`src/rtl/run_ctrl.sv`:
```
// Run controller: registered CPU clock-enable with free-run, single-step and halt-drain.
// Optional enabled-cycle watchdog is compiled in with `define RUN_CTRL_WATCHDOG_EN.
module run_ctrl #(
    parameter int CNT_W      = 32,
    parameter int HALT_DRAIN = 4,
    parameter int MAX_CYCLES = 1000
) (
    input  logic             CLOCK,
    input  logic             nRESET,
    input  logic             START,
    input  logic             STEP,
    input  logic             STOP,
    input  logic             HALT,
    output logic             CPU_EN,
    output logic [CNT_W-1:0] CYCLES,
    output logic             BUSY,
    output logic             DONE,
    output logic             TIMEOUT
);

    typedef enum logic [2:0] {
        ST_IDLE   = 3'd0,
        ST_RUN    = 3'd1,
        ST_STEP   = 3'd2,
        ST_DRAIN  = 3'd3,
        ST_HALTED = 3'd4
    } state_t;

    localparam logic [3:0]       DRAIN_LOAD = 4'(HALT_DRAIN);
    localparam logic [CNT_W-1:0] CYC_MAX    = '1;

    if (HALT_DRAIN < 0 || HALT_DRAIN > 15 || MAX_CYCLES < 1) begin : gBadParams
        $error("run_ctrl: HALT_DRAIN must be 0..15 and MAX_CYCLES at least 1");
    end

    state_t           state_q, state_d;
    logic [3:0]       drainCnt_q, drainCnt_d;
    logic             startPrev_q, stepPrev_q;
    logic             cpuEn_q, done_q, timeout_q;
    logic [CNT_W-1:0] cycles_q;
    logic             startEdge, stepEdge, wdFire, setTimeout, clearCnt;

    assign startEdge = START & ~startPrev_q;
    assign stepEdge  = STEP & ~stepPrev_q;

`ifdef RUN_CTRL_WATCHDOG_EN
    localparam logic [CNT_W-1:0] WD_LAST = CNT_W'(MAX_CYCLES - 1);
    // RUN always has the enable high, so only the count needs comparing.
    assign wdFire = (cycles_q == WD_LAST);
`else
    assign wdFire = 1'b0;
`endif

    always_comb begin
        state_d    = state_q;
        drainCnt_d = drainCnt_q;
        setTimeout = 1'b0;
        clearCnt   = 1'b0;
        unique case (state_q)
            ST_IDLE: begin
                if (startEdge) begin
                    state_d = ST_RUN;
                end else if (stepEdge) begin
                    state_d = ST_STEP;
                end
            end
            ST_RUN, ST_STEP: begin
                if (HALT) begin
                    if (DRAIN_LOAD == 4'd0) begin
                        state_d = ST_HALTED;
                    end else begin
                        state_d    = ST_DRAIN;
                        drainCnt_d = DRAIN_LOAD;
                    end
                end else if (state_q == ST_RUN && wdFire) begin
                    state_d    = ST_HALTED;
                    setTimeout = 1'b1;
                end else if (state_q == ST_STEP || STOP) begin
                    state_d = ST_IDLE;
                end
            end
            ST_DRAIN: begin
                drainCnt_d = drainCnt_q - 4'd1;
                if (drainCnt_q <= 4'd1) begin
                    state_d = ST_HALTED;
                end
            end
            ST_HALTED: begin
                if (startEdge) begin
                    state_d  = ST_IDLE;
                    clearCnt = 1'b1;
                end
            end
            default: state_d = ST_IDLE;
        endcase
    end

    // Outputs are registered from the next state so CPU_EN never glitches.
    always_ff @(posedge CLOCK or negedge nRESET) begin
        if (!nRESET) begin
            state_q     <= ST_IDLE;
            drainCnt_q  <= 4'd0;
            startPrev_q <= 1'b0;
            stepPrev_q  <= 1'b0;
            cpuEn_q     <= 1'b0;
            done_q      <= 1'b0;
            timeout_q   <= 1'b0;
            cycles_q    <= '0;
        end else begin
            state_q     <= state_d;
            drainCnt_q  <= drainCnt_d;
            startPrev_q <= START;
            stepPrev_q  <= STEP;
            cpuEn_q     <= (state_d == ST_RUN) || (state_d == ST_STEP) || (state_d == ST_DRAIN);
            done_q      <= (state_d == ST_HALTED);
            if (clearCnt) begin
                cycles_q  <= '0;
                timeout_q <= 1'b0;
            end else begin
                if (cpuEn_q && cycles_q != CYC_MAX) begin
                    cycles_q <= cycles_q + 1'b1;
                end
                if (setTimeout) begin
                    timeout_q <= 1'b1;
                end
            end
        end
    end

    assign CPU_EN  = cpuEn_q;
    assign BUSY    = cpuEn_q;
    assign DONE    = done_q;
    assign TIMEOUT = timeout_q;
    assign CYCLES  = cycles_q;

endmodule

```
`config.mk`:
```
export PLATFORM = sky130hd
export DESIGN_NAME = run_ctrl
export DESIGN_NICKNAME = d
export VERILOG_FILES = /design/src/rtl/run_ctrl.sv
export SDC_FILE = /design/constraint.sdc
export NUM_CORES = 1
export LEC_CHECK = 0
export BUFFER_PORTS_ARGS = -buffer_cell sky130_fd_sc_hd__buf_2
export CORE_UTILIZATION = 45
export CTS_CLUSTER_SIZE = 24
export DETAILED_ROUTE_END_ITERATION = 10
export GPL_TIMING_DRIVEN = 0
export PLACE_DENSITY = 0.65
export SYNTH_ARGS = -nofsm -noshare
export SYNTH_HDL_FRONTEND = slang
export SYNTH_SLANG_ARGS = --single-unit
```
`constraint.sdc`:
```
create_clock -name CLOCK -period 3.6 [get_ports CLOCK]
set_input_delay 0.54 -clock CLOCK [delete_from_list [all_inputs] [get_ports CLOCK]]
set_output_delay 0.54 -clock CLOCK [all_outputs]
set_load 0.005 [all_outputs]
```
==> metrics.txt <==
status=finished, final reports clean; syn avg cell area=9.23 sq um; Initial Util=0.466; Antenna Nets Post-Route=0; reg2reg end=CYCLES[22]; CP max FO=7; Worst Hold Depth=1; fin crit share=0.708; peak supply drop=0.000338 V; DRC=0; Finish-stage setup viols=0; R2R Setup Slk=1050 ps; RSZ-0062 raised after global routing=false; leading area contributor after synthesis=dfrtp_1; clock buffer depth=2; io pins=42; Mapped Nets=267; Congestion Overflow GR=0; Hold Violations, Final=0; die area=5590 sq um; Logic pwr share=0.382; Util after Layout=0.542; EDFF count, synth=0; PortBufs=40; worst hold path class=primary input to flop; initial antenna violation count=0; Rel. slew slack=0.362; Syn-to-layout area delta=16.3%; CP Capture Type=flop; DRT Wirelength=5460 um; Internal=1.24 mW; htree depth=2; GRT met1 Usage=0.306; Async S/R FF share, synth=1.00; Crit path required time=3820 ps; vias in the first global route=1902; first-pass GRT wire length=9040 um; #FFs+latches synth=43; Final Non-Filler Cells=376; Flop pwr share=0.455; max_cap viols=0; CTS tree=built; DP Area=2670 sq um; Root Buffer=clkbuf_8; hold path startpoint=STEP; proportion of layout cells with a drive suffix above 1=0.196; final HPWL from detailed placement=3870 um; Worst Skew=9.35 ps; post-cts repair resize count=0; worst skew pair latency=300 ps; total iterations of the first detailed-routing run=4; Core ar.=5110 sq um; Sw Share=0.399; drt via density=5.66; antenna cells=0; synth top area cells=dfrtp_1 (45%), nand2_1 (5.0%), mux2i_1 (3.8%), nor2_1 (3.8%), nand3_1 (3.4%); Worst Setup Start Kind=flop; crit path DAT=2770 ps; num rows=26; Net Switching=0.821 mW; Post-Syn Area=2380 sq um; Post-CTS Setup Inserts=0; main flop type after synthesis=dfrtp_1; part of the power in the clock network=0.164; Num CTS Buffers=5; Overall Global Routing Usage=0.214; FF-to-FF path depth=7; Period minus WS final=2550 ps; most frequent cells in the layout=dfrtp_1 (43), buf_2 (41), nand2_1 (32), nor2_1 (24), nand3_1 (16); Clock Pin Slew Worst Setup and Hold Paths=80 ps; Worst Hold End=stepPrev_q; M3 GR Usage=0.0442; die width=74.7 um; RePlAce Congestion=0.747; Seq/Total Area, Yosys=0.452; Yosys warning count=0; WS Path Type=flop to flop; GR peak layer=met2; commonest non-fill, non-tap cell in the layout=dfrtp_1; global routing usage on met2=0.324; first-iteration detailed-routing DRC count=120; area share of the largest cell type after synthesis=0.452; # nets final=314; die height=74.7 um; Critical R2R Launch=CYCLES[0]; clock sink total=43; Pwr Density=743 nW/um^2; Leakage=1.19 nW; Slew @ Worst Pin=956 ps; design area=2770 sq um; Achievable Freq=392 MHz; CTS Hold Bufs=0; wire per inst=14.5 um; pin count of the biggest net entering global routing=44; Final TNS setup=0 ps; vias after detailed routing=2130; Mapped Cells=258; Cell variety after synth=48; Pins Over Slew Limit=0; cell count after placement=368
## cells by family (layout without fill, tap and decap cells)
group | count (synthesis) | count (layout) | synth area share
AND/OR/NAND/NOR | 128 | 128 | 0.282
XOR/XNOR | 9 | 9 | 0.0331
flip-flops | 43 | 43 | 0.452
other | 1 | 1 | 0.00157
adder cells (fa/ha/maj) | 3 | 3 | 0.0158
AO/OA/AOI/OAI | 46 | 46 | 0.138
multiplexers | 9 | 9 | 0.0378
buffers and inverters | 19 | 67 | 0.0399
## metrics by stage
| step | power [mW] | worst slack [ps] | hold slack, ps |
|---|---|---|---|
| 2_1_floorplan | 1.42 | 1300 | 244 |
| 3_3_place_gp | 1.71 | 1110 | 513 |
| 3_5_place_dp | 1.73 | 1100 | 528 |
| 4_1_cts | 2.08 | 1050 | 357 |
| 5_1_grt | 2.25 | 925 | 355 |
| 6_report | 2.06 | 1050 | 369 |
## flip-flops by register name, summed over array words and instances, names as in the netlist
name / count
stepPrev_q: 1
DONE: 1
CYCLES: 32
drainCnt_q: 4
state_q: 3
startPrev_q: 1
BUSY: 1
## cell type report
| cell class | instances | area (sq um) |
|---|---|---|
| fill | 469 | 2340 |
| timing repair buffer | 40 | 200 |
| clock buffer | 8 | 100 |
| sequential | 43 | 1080 |
| tap | 70 | 87.6 |
| multi-input combinational | 196 | 1210 |
| inverter | 7 | 26.3 |
| buffer | 12 | 68.8 |
## worst max-delay path, cell delays in order, from the launching register on
cell,delay (ps)
dfrtp_1,430
ha_1,250
nand2_1,170
or4_1,520
buf_2,170
a311o_1,420
or3_1,370
a21oi_1,150
## routing by layer
layer  wire [um]  part of all wire
met5           0                 0
met4          84             0.015
met3         253             0.046
met1        2630              0.48
met2        2490              0.46
## how the worst max path moves through the flow
stage	from	endpoint	slack [ps]	cells after the start
5_1_grt	CYCLES[0]	CYCLES[22]	930	7
6_report	CYCLES[0]	CYCLES[22]	1050	7
4_1_cts	CYCLES[0]	CYCLES[22]	1050	7
3_5_place_dp	CYCLES[0]	CYCLES[22]	1100	7
3_3_place_gp	CYCLES[0]	CYCLES[22]	1110	7
2_1_floorplan	CYCLES[0]	CYCLES[22]	1300	7
## power by group through the flow
stage | Sequential (mW) | Clock (mW) | Combinational (mW)
6_report | 0.935 | 0.336 | 0.785
5_1_grt | 0.970 | 0.371 | 0.914
4_1_cts | 0.933 | 0.351 | 0.796
3_5_place_dp | 0.942 | 0 | 0.791
3_3_place_gp | 0.933 | 0 | 0.774
2_1_floorplan | 0.911 | 0 | 0.505
## cell usage after synthesis, drive strengths merged, types with 7 or more instances
master  instances
nor3            8
nand4           8
nor2           24
mux2i           9
nand2b         10
a21oi          10
xnor2           7
inv             7
clkbuf          7
nand3          16
dfrtp          43
nand2          32
or3             7
No activity file was read; power rests on OpenSTA's default activity.
